===== src/rtl/io_periph_hub.sv =====
// Memory-mapped IO hub: decodes a 256-byte IO window out of the CPU data bus,
// drives LEDs, samples switches and debounced buttons, and raises a level IRQ.
module io_periph_hub #(
    parameter int          LED_W      = 8,
    parameter int          SW_W       = 4,
    parameter int          BTN_N      = 1,
    parameter int          DEB_CYCLES = 16,
    parameter logic [31:0] IO_BASE    = 32'hFFFF_FF00
) (
    input  logic             clk,
    input  logic             reset,
    input  logic [31:0]      addr,
    input  logic [31:0]      wdata,
    input  logic             memwrite,
    input  logic [31:0]      ram_rdata,
    output logic             ram_we,
    output logic [31:0]      rdata,
    input  logic [SW_W-1:0]  slide,
    input  logic [BTN_N-1:0] btn,
    output logic [LED_W-1:0] led,
    output logic             irq
);

    localparam int CNT_W = $clog2(DEB_CYCLES + 1);
    localparam logic [CNT_W-1:0] DEB_LAST = CNT_W'(DEB_CYCLES - 1);

    localparam logic [7:0] OFF_LED     = 8'h00;
    localparam logic [7:0] OFF_SW      = 8'h04;
    localparam logic [7:0] OFF_BTN_LVL = 8'h08;
    localparam logic [7:0] OFF_BTN_EVT = 8'h0C;
    localparam logic [7:0] OFF_IRQ_EN  = 8'h10;
    localparam logic [7:0] OFF_LED_TGL = 8'h14;

    logic             io_sel;
    logic             wr_en;
    logic [31:0]      io_rdata;

    logic [LED_W-1:0] led_reg, led_next;
    logic [BTN_N-1:0] irq_en_reg, irq_en_next;
    logic [BTN_N-1:0] evt_reg, evt_next, evt_clr;
    logic [SW_W-1:0]  sw_sync1_reg, sw_sync2_reg;
    logic [BTN_N-1:0] btn_sync1_reg, btn_sync2_reg;
    logic [BTN_N-1:0] stable_lvl;
    logic [BTN_N-1:0] stable_d_reg;

    logic unused_wdata;
    assign unused_wdata = ^wdata;

    assign io_sel = (addr[31:8] == IO_BASE[31:8]);
    assign wr_en  = io_sel & memwrite;
    assign ram_we = memwrite & ~io_sel;

    // Full 8-bit offset match, so misaligned and unmapped offsets fall to default.
    always_comb begin
        io_rdata = '0;
        case (addr[7:0])
            OFF_LED:     io_rdata[LED_W-1:0] = led_reg;
            OFF_SW:      io_rdata[SW_W-1:0]  = sw_sync2_reg;
            OFF_BTN_LVL: io_rdata[BTN_N-1:0] = stable_lvl;
            OFF_BTN_EVT: io_rdata[BTN_N-1:0] = evt_reg;
            OFF_IRQ_EN:  io_rdata[BTN_N-1:0] = irq_en_reg;
            default:     io_rdata = '0;
        endcase
    end

    assign rdata = io_sel ? io_rdata : ram_rdata;

    always_comb begin
        led_next    = led_reg;
        irq_en_next = irq_en_reg;
        evt_clr     = '0;
        if (wr_en) begin
            case (addr[7:0])
                OFF_LED:     led_next    = wdata[LED_W-1:0];
                OFF_LED_TGL: led_next    = led_reg ^ wdata[LED_W-1:0];
                OFF_BTN_EVT: evt_clr     = wdata[BTN_N-1:0];
                OFF_IRQ_EN:  irq_en_next = wdata[BTN_N-1:0];
                default:     ;
            endcase
        end
        // A new press in the same cycle as a clear must not be lost.
        evt_next = (evt_reg & ~evt_clr) | (stable_lvl & ~stable_d_reg);
    end

    always_ff @(posedge clk or negedge reset) begin
        if (!reset) begin
            led_reg       <= '0;
            irq_en_reg    <= '0;
            evt_reg       <= '0;
            sw_sync1_reg  <= '0;
            sw_sync2_reg  <= '0;
            btn_sync1_reg <= '0;
            btn_sync2_reg <= '0;
            stable_d_reg  <= '0;
        end else begin
            led_reg       <= led_next;
            irq_en_reg    <= irq_en_next;
            evt_reg       <= evt_next;
            sw_sync1_reg  <= slide;
            sw_sync2_reg  <= sw_sync1_reg;
            btn_sync1_reg <= btn;
            btn_sync2_reg <= btn_sync1_reg;
            stable_d_reg  <= stable_lvl;
        end
    end

    // Per-button debouncer: the synchronized level must differ from the
    // stable level for DEB_CYCLES consecutive edges before it is accepted.
    generate
        for (genvar gi = 0; gi < BTN_N; gi++) begin : g_deb
            logic [CNT_W-1:0] cnt_reg;
            logic             stable_reg;

            always_ff @(posedge clk or negedge reset) begin
                if (!reset) begin
                    cnt_reg    <= '0;
                    stable_reg <= 1'b0;
                end else if (btn_sync2_reg[gi] == stable_reg) begin
                    cnt_reg    <= '0;
                end else if (cnt_reg == DEB_LAST) begin
                    stable_reg <= btn_sync2_reg[gi];
                    cnt_reg    <= '0;
                end else begin
                    cnt_reg    <= cnt_reg + CNT_W'(1);
                end
            end

            assign stable_lvl[gi] = stable_reg;
        end
    endgenerate

    assign led = led_reg;
    assign irq = |(evt_reg & irq_en_reg);

endmodule


===== config.mk =====
export PLATFORM = sky130hd
export DESIGN_NAME = io_periph_hub
export DESIGN_NICKNAME = d
export VERILOG_FILES = /design/src/rtl/io_periph_hub.sv
export SDC_FILE = /design/constraint.sdc
export NUM_CORES = 1
export LEC_CHECK = 0
export ABC_CLOCK_PERIOD_IN_PS = 3150
export CAP_MARGIN = 15
export CORE_MARGIN = 10
export CORE_UTILIZATION = 32
export CTS_BUF_LIST = sky130_fd_sc_hd__clkbuf_4 sky130_fd_sc_hd__clkbuf_8 sky130_fd_sc_hd__clkbuf_16
export CTS_CLUSTER_SIZE = 30
export DETAILED_ROUTE_END_ITERATION = 10
export PLACE_DENSITY = 0.87
export SYNTH_ARGS = -nofsm -noshare
export SYNTH_HDL_FRONTEND = slang
export SYNTH_SLANG_ARGS = --single-unit

===== constraint.sdc =====
create_clock -name clk -period 3.15 [get_ports clk]
set_input_delay 0.7875 -clock clk [delete_from_list [all_inputs] [get_ports clk]]
set_output_delay 0.7875 -clock clk [all_outputs]
set_load 0.01 [all_outputs]

# Yosys cells after proc, flatten, opt, wreduce, memory -nomap -nowiden
# Index checks and enable logic that the tools add are counted.
# word_totals
ff_bits,27
n_memories,0
rom_bits,0
in_bits,104
latchBits,0
mem_bits_rw,0
# classes
n_bitwise,11
n_shift,0
multipliers,0
eq_ne,8
addsub,1
muxes,9
reduce_logical,5
magnitude_cmp,0
div,0
# ops
op,count
32-bit two-way mux,1
"24-bit equality test, second input constant",1
"8-bit by 4-bit equality test with 1-bit output, second input constant",2
"8-bit by 5-bit equality test with 1-bit output, second input constant",2
8-bit one-hot mux with 2 select lines,1
5-bit two-way mux,2
"8-bit by 3-bit equality test with 1-bit output, second input constant",1
8-bit zero test,1
8-bit XOR,1
3-bit one-hot mux with 2 select lines,1
2-bit AND reduction,3
"5-bit by 1-bit adder with 5-bit output, second input constant",1
1-bit AND,5
"5-bit by 4-bit equality test with 1-bit output, second input constant",1
1-bit one-hot mux with 5 select lines,1
4-bit two-way mux,1
1-bit NOT,4
1-bit two-way mux,2
2-bit nonzero test,1
1-bit equality test,1
1-bit bitwise OR,1

# Depth between registers and ports, before layout
# logic_depth
depth_word,6
mapped_depth,7

# Worst setup path before layout
# No wires, ideal clock.
# synth_path
path_type,input to output
from,in addr[2]
to,out rdata[0]
path_slack_ns,0.344
n_path_buf,2
stages,6
arrival_ns,2.019
path_cell_list,clkbuf_1 -> clkbuf_1 -> mux2i_1 -> mux2_2 -> o32ai_1 -> a22o_1
# synth_between
elab_chain_cells,3
elab_cells_between_ends,7
classes_between,eq/ne: 4; mux: 2; reduce/logical: 1
# synth_lines
item,line,rtl
"start, declared",12,"input logic [31:0] addr,"
8-bit by 5-bit equality test with 1-bit output (tied with other cells),56,case (addr[7:0])
1-bit one-hot mux with 5 select lines (*),56,
32-bit two-way mux (*),66,assign rdata = io_sel ? io_rdata : ram_rdata;
"end, declared",17,"output logic [31:0] rdata,"
# Mark *: on every way between the ends. The rest lies on a longest branch, timed or not.

# Worst setup path in the final report
# layout_path
from,in addr[18]
to,out rdata[2]
# layout_between
elab_chain_cells,2
# layout_lines
item,line,rtl
24-bit equality test,49,assign io_sel = (addr[31:8] == IO_BASE[31:8]);
32-bit two-way mux,66,
# No other way between the ends.

==> run metrics <==
FF+latch area=676 sq um; Crit path required time=2.36 ns; Crit-path slowest cell=clkdlybuf4s50_1; PortBufs=121; Initial Util=0.333; CP max stage delay=0.45 ns; Initial DRC Count=149; HP Class=reg2reg; final worst slack=0.110 ns; Die W=93.4 um; area added between synthesis and finish=80.8%; routed wire length=7.06 mm; PwrDens=245 nW/um^2; DRC Markers=0; largest net degree at the start of global routing=28; CP Capture Type=primary output; Worst setup SP type=primary input; area of the multi-input gates=1030 sq um; Synth Warn #=0; fmax=329 MHz; drt via density=5.09; Crit Path Max Fanout=7; Avg Inst Size Synth=9.03 sq um; fin crit share=0.965; site row count=26; Final Hold Vio Count=0; Mapped Nets=296; Inserted Diodes=0; ANT nets after route=0; Clock Latency Late Sink=0.27 ns; RSZ-0062 raised after global routing=no; FILL cells=452; Initial DRT Pass Iterations=4; Avg WL per Cell=18.0 um; outcome=finished clean; die height=93.4 um; Post-Syn Instances=191; GRT Residual Overflow=0; worst slew pin tran=0.407 ns; H-tree depth=1; Crit path arrival time=2.25 ns; main area contributors after synthesis=dfrtp_1, and2_1, a2111oi_2; Layout Cells excl Fill=392; Cell Area, Synth=1720 sq um; Seq cells post-synth=27; crit path time final=3.04 ns; CTS root buffer=clkbuf_8; Final Skew=0.00788 ns; WP depth=7; worst hold stages=0; crit-path cells=clkdlybuf4s50_1, nand4_1, nor2_4, nand2_8, buf_6, a22o_1, buf_2; Core Region=5170 sq um; Slew HR=0.729; area of the die=8720 sq um; global-route wire length before repair=10.4 mm; fin nets=428; post-place setup slack=-0.484 ns; CTS tree=yes; vias in the first global route=1949; I/O pin cnt=146; post-synth top area share=0.392; post-synthesis cell type count=34; clk slew on worst S/H paths=0.09 ns; routability cong.=0.825; share of cells above drive strength 1=0.248; Top delay family on crit path=buffers and inverters; Tot Pwr=0.764 mW; maximum root-to-sink buffer count=2; # setup viols final=0; LEAKAGE=1.32 nW; antenna violations before repair=0; sequential element share of the synthesized area=0.392; DR vias=1994; VDD IR max=0.238 mV; maxcap violations=0; leading area contributor after synthesis=dfrtp_1; Total GRT Usage=0.146; dpl cells=382; R2R depth=4; max reg flops=8; DP HPWL=5.46 mm; CTS Buf Count=3; CP bufs+invs=3; CTS Sinks=27; critical path class=in2out; fin. max-slew vios=0
## final cells by class
type	count	area share
clock buffers	3	0.0132
clock inverters	1	0.00241
inverters	9	0.0108
multi-input cells	140	0.329
flip-flops and latches	27	0.217
well taps	70	0.0281
repair buffers	142	0.399
## Yosys cell counts, drive strengths merged
library cell  number
inv                9
and2              29
o31ai              2
o2bb2ai            4
a211oi             2
a22o               4
a31o               2
o32ai              1
mux2i              5
a21oi              1
nor2               8
a2111oi            6
a31oi              6
nand2b             2
dfrtp             27
o21ai              2
nand3             11
xor2               3
nor3              16
and3               3
nand4              7
nor2b              1
or4                2
or4b               1
mux2               3
clkbuf            11
or2                1
nand2              6
nor4               2
ha                 1
buf                4
or3                9
## cell usage in the layout, fill, tap and decap left out, drive strengths merged, types with 7 or more instances in the layout
| cell | n |
|---|---|
| inv | 9 |
| nor3 | 16 |
| dlymetal6s2s | 8 |
| dlygate4sd2 | 12 |
| buf | 51 |
| nor2 | 8 |
| clkdlybuf4s50 | 68 |
| dfrtp | 27 |
| nand4 | 7 |
| nand3 | 11 |
| or3 | 9 |
| and2 | 29 |
## metal layers
metal,global-route usage,part of all wire
met3,0.0456,0.083
met5,0,0
met1,0.162,0.37
met2,0.274,0.54
met4,0.0116,0.0030
## where the power goes
group          total [mW]  leakage (nW)  switching, mW  internal (mW)
Sequential          0.360         0.346        0.00406          0.356
Combinational       0.207         0.948         0.0787          0.128
Clock               0.198        0.0217          0.108         0.0898
Total               0.764          1.32          0.191          0.574
## stage by stage
stage / utilization / instance area, sq um / hold slack [ns] / setup TNS (ns)
6_report: 0.603 / 3120 / 0.353 / 0
2_1_floorplan: - / 1720 / 0.331 / 0
4_1_cts: 0.612 / 3160 / 0.356 / 0
3_3_place_gp: 0.592 / 3060 / 0.332 / -13.68
5_1_grt: 0.603 / 3120 / 0.367 / 0
3_5_place_dp: 0.592 / 3060 / 0.335 / -13.31
## logic make-up (layout without fill, tap and decap cells)
group,after synthesis,count (layout),synth area share
adder cells (fa/ha/maj),1,1,0.00726
XOR/XNOR,3,3,0.0152
multiplexers,8,8,0.0486
flip-flops,27,27,0.392
AO/OA/AOI/OAI,30,30,0.156
AND/OR/NAND/NOR,98,98,0.319
buffers and inverters,24,155,0.0617
## path summary, 6_finish.rpt
kind                                     start  slack, ns                  end
hold / removal                 sw_sync1_reg[0]       0.35      sw_sync2_reg[0]
max in group asynchronous                reset       2.02        btn_sync2_reg
min in group asynchronous                reset       0.87               led[3]
setup reg to reg           g_deb[0].cnt_reg[0]       1.91  g_deb[0].stable_reg
hold reg to reg                sw_sync1_reg[0]       0.35      sw_sync2_reg[0]
setup / recovery                      addr[18]       0.11             rdata[2]
## timing repair
| item | 4_1_cts | 5_1_grt |
|---|---|---|
| cloned | 4 | 0 |
| buffers inserted | 2 | 0 |
| gates resized for setup | 142 | 35 |
| hold endpoints to repair | 0 | 0 |
| pin swaps | 11 | 8 |
| hold buffers | 0 | 0 |
| endpoints found under the setup margin | 33 | 28 |
No activity file was read; power rests on OpenSTA's default activity.
==> patch 1: new RTL, config.mk and constraints unchanged <==
Register the outputs `ram_we`, `rdata` and `irq`; this adds one clock of latency there. The other outputs are not delayed to match.
--- a/src/rtl/io_periph_hub.sv
+++ b/src/rtl/io_periph_hub.sv
@@ -50,3 +50,2 @@
     assign wr_en  = io_sel & memwrite;
-    assign ram_we = memwrite & ~io_sel;
 
@@ -65,3 +64,2 @@
 
-    assign rdata = io_sel ? io_rdata : ram_rdata;
 
@@ -132,3 +130,7 @@
     assign led = led_reg;
-    assign irq = |(evt_reg & irq_en_reg);
+    always_ff @(posedge clk) begin
+        ram_we <= memwrite & ~io_sel;
+        rdata  <= io_sel ? io_rdata : ram_rdata;
+        irq    <= |(evt_reg & irq_en_reg);
+    end
 
Behaviour: not the same (a bounded check fails within 4 cycles, from zero or initial values and one cycle with reset low).
==> patch 1 against the unedited design <==
Utilization fell by 6.0 points. Area after synthesis rose by 35%. First-iteration DRC count fell by 13%. Critical path depth fell by 1. Sequential cell count rose by 34. Non-clock buffer count fell by 15. Combinational power rose by 5%. Setup slack improved by 0.44 ns. Power rose by 140%. Routed wire length rose by 8.6%. Synthesized cell count rose by 8.9%. Cell area rose by 25%. Largest cell class is now registers. Largest power group unchanged.
==> patch 1: results (changes against the unedited design) <==
- Status: complete, no violations
- Routability cong.: 0.784 (-4.9%)
- Vias in the first global route: 2192 (+12%)
- WHS: 0.351 ns (-0.00242 ns)
- Post-synth ARST share: 44.3% (-56 points)
- Final #Nets: 439 (+2.6%)
- Wire per inst: 17.5 um (-2.8%)
- Post-Synthesis Cells: 208 (+8.9%)
- CP max stage delay: 0.70 ns (+0.25 ns)
- Clock slew at reported path FFs: 0.07 ns (-0.02 ns)
- CTS H-tree depth: 3 (+2)
- Vias: 2111 (+5.9%)
- RR Startpoint: led[0]
- Pre-CTS WS: 0.258 ns (+0.742 ns)
- Reg2Reg Setup Slack: 1.70 ns (-0.21 ns)
- Share of layout cells above drive strength 1: 9.44% (-15 points)
- Syn Nets: 313 (+5.7%)
- Dpl cells: 422 (+10%)
- Area contributors post-synth: dfxtp_1 (29%), dfrtp_1 (29%), and2_1 (8.1%)
- Synth Flop Type: dfxtp_1
- Fillers: 638 (+41%)
- WL met3: 565 um (-3.6%)
- Worst-Skew Late Latency: 0.33 ns (+0.06 ns)
- Total CTS buffers: 9 (+6)
- Largest register FFs: 32 (+24)
- Crit path max-delay cell type: or4_1
- Overall global routing resource usage: 13.6% (-0.96 points)
- WP data arrival: 2.81 ns (+0.56 ns)
- Worst Setup SP: addr[28]
- Met2 usage: 22.9% (-4.5 points)
patch 1: cell types whose count changed in the layout (fill, tap and decap cells not counted), sizes merged, moves of 7 or more:
cell	delta
nor4	+15
a21oi	+7
clkbuf	+8
or3	-7
inv	-7
dfxtp	+34
dlymetal6s2s	-8
buf	-45
dlygate4sd2	-12
clkdlybuf4s50	+53
patch 1: cells by family after synthesis:
group / share of synthesized area, %
and+or+nand+nor: 25.5
xor gates and xnor gates: 1.13
buffers and inverters: 3.12
adders and majority gates: 0.538
muxes: 3.71
AOI/OAI and AO/OA: 7.70
DFF: 58.3
patch 1: report_power, final:
| group | internal, mW | switching, mW |
|---|---|---|
| sequential | 0.809 | 0.0100 |
| combinational | 0.146 | 0.0716 |
| clock | 0.513 | 0.290 |
patch 1: layout make-up:
type / instances / share of cell area (%)
clock buffers: 14 / 5.37
repair buffers: 127 / 32.3
inverters: 2 / 0.193
well taps: 99 / 3.18
clock inverters: 2 / 0.901
flip-flops and latches: 61 / 34.9
multi-input cells: 133 / 23.2
==> patch 2: new RTL, same flow settings <==
Without the edit above. Change the parameter `DEB_CYCLES` from 16 to 32.
--- a/src/rtl/io_periph_hub.sv
+++ b/src/rtl/io_periph_hub.sv
@@ -6,3 +6,3 @@
     parameter int          BTN_N      = 1,
-    parameter int          DEB_CYCLES = 16,
+    parameter int          DEB_CYCLES = 32,
     parameter logic [31:0] IO_BASE    = 32'hFFFF_FF00
Formal check against the unedited RTL: no difference found for any inputs over 10 cycles, from zero or initial values and one cycle with reset low; that may be too few to reach the edited logic, so the function may still have changed.
==> patch 2 against the unedited design <==
Power rose by 16%. Maximum frequency shrank 2.5%. Largest cell class unchanged. Count of clock-buffer cells in the layout unchanged. Utilization up 0.36 points. Die area grew 2.5%. Sequential cell count increased by 1. Routed wire length rose by 9.3%. Cell area is 5.8% higher. Final cell count up 2.8%. First-iteration DRC count down 21%. Setup slack got worse by 0.077 ns. Area after synthesis grew 3.2%.
==> patch 2: results (changes against the unedited design) <==
- Worst clock skew: 0.00896 ns (+0.00108 ns)
- Vias per inst: 5.07 (-0.29%)
- Worst-margin pin slew: 0.373 ns (-0.0340 ns)
- Final #Nets: 437 (+2.1%)
- Drt total wl: 7.72 mm (+9.3%)
- Worst Hold Depth: 0 (unchanged)
- Initial antenna violation count: 0 (unchanged)
- Pre-CTS WS: -0.571 ns (-0.0868 ns)
- Hold WC Path Type: register to register
- Critical hold path startpoint: sw_sync1_reg[3]
- WHS: 0.357 ns (+0.00352 ns)
- PortBufs: 121 (unchanged)
- Share of layout cells above drive strength 1: 25.7% (+0.84 points)
- Number of DRC markers in iteration 0: 117 (-21%)
- Antenna fix cells: 0 (unchanged)
- Reg2Reg Setup Slack: 1.78 ns (-0.13 ns)
- Synth Area per Inst: 8.99 um2 (-0.46%)
- Area contributors post-synth: dfrtp_1 (39%), and2_1 (9.5%), a2111oi_2 (5.1%)
- Mux cell area share after synthesis: 4.71% (-0.15 points)
- CP max stage delay: 0.49 ns (+0.04 ns)
- DRT met1 WL: 2.96 mm (+13%)
- Sequential fraction of the synthesis area: 39.4% (+0.19 points)
- Overall global routing resource usage: 15.3% (+0.74 points)
- WP data arrival: 2.33 ns (+0.08 ns)
- Routability cong.: 0.851 (+3.2%)
- Synth top cells by count: dfrtp_1 (28), and2_1 (27), nor3_1 (17)
- WL met2: 4.08 mm (+6.7%)
- Synthesis Warnings: 0 (unchanged)
- CTS Buffer Depth: 2 (unchanged)
- WL met3: 595 um (+1.5%)
- Xor and xnor fraction of the mapped netlist area: 2.46% (+0.94 points)
- Dpl cells: 392 (+2.6%)
- Period utilisation layout: 99.0% (+2.4 points)
- CTS H-tree depth: 1 (unchanged)
- Post-synth ARST share: 100% (unchanged)
- Count of cell types in the netlist: 36 (+5.9%)
- Worst Setup SP: addr[14]
- Stages on the worst setup path: 8 (+1)
- Vias in the first global route: 2119 (+8.7%)
- Status: complete, no violations
- Critical Path End: rdata[21]
- P_leak: 1.39 nW (+5.5%)
- Syn Nets: 303 (+2.4%)
- Synth Area in Adders: 0.703% (-0.022 points)
- Critical path peak fanout: 8 (+1)
- Area fraction in compound gates after synthesis: 14.8% (-0.76 points)
- Crit path max-delay cell type: clkdlybuf4s50_1
- Wire per inst: 19.1 um (+6.3%)
- Maximum vdd drop: 0.000234 V (-1.7%)
- Pin count of the biggest net entering global routing: 29 (+3.6%)
- Total CTS buffers: 3 (unchanged)
- Global-route wire length before repair: 11.2 mm (+8.0%)
- Hold Crit Endpoint: sw_sync2_reg[3]
- DP Area: 3130 um2 (+2.1%)
- DR top layer: met4
- R2r endpoint: g_deb[0].stable_reg
- Detailed Place HPWL: 5.70 mm (+4.3%)
- Worst-Skew Late Latency: 0.28 ns
- Reg2reg path depth: 4 (unchanged)
-- patch 2: cell count changes after synthesis, moves of 2 or more --
cell / change
nor2_1: +3
xnor2_1: +3
and2_1: -2
nand2_1: +2
-- patch 2: per-stage QoR --
| step | power [mW] | setup TNS (ns) |
|---|---|---|
| finish | 0.887 | 0 |
| global route | 0.919 | 0 |
| CTS | 0.885 | 0 |
| detailed placement | 0.612 | -16.01 |
| global placement | 0.608 | -14.01 |
| floorplan | 0.445 | 0 |
-- patch 2: metal layers --
metal / vias to the layer above / global-route usage (%)
li1: 978 / -
met1: 980 / 17.0
met2: 80 / 29.1
met3: 6 / 4.20
met4: 0 / 1.75
met5: - / 0
-- patch 2: cell type report --
type,count,area [um2]
inverters,9,33.8
well taps,72,90.1
clock inverters,1,30.0
multi-input cells,146,1060
flip-flops and latches,28,701
fillers,448,2140
repair buffers,144,1340
clock buffers,3,41.3
-- patch 2: timing repair --
action,CTS,global route
pin swaps,9,7
gates resized for setup,163,15
setup buffers,5,2
endpoints found under the setup margin,33,33
-- patch 2: cells by family (layout without fill, tap and decap cells) --
logic type / count (synthesis) / count (layout)
XOR/XNOR: 5 / 5
multiplexers: 8 / 8
AO/OA/AOI/OAI: 29 / 29
adder cells (fa/ha/maj): 1 / 1
AND/OR/NAND/NOR: 103 / 103
buffers and inverters: 24 / 157
flip-flops: 28 / 28
-- patch 2: where the power goes --
part / switching (mW) / total (mW) / internal [mW]
logic: 0.0852 / 0.228 / 0.143
registers: 0.00438 / 0.373 / 0.369
clock network: 0.116 / 0.286 / 0.170
total: 0.205 / 0.887 / 0.682
-- patch 2: worst register-to-register path, cell delays in order (launching register included) --
cell and delay (ns):
dfrtp_1 0.38, ha_1 0.21, nand2_1 0.07, nor3_1 0.25
mux2_2 0.36
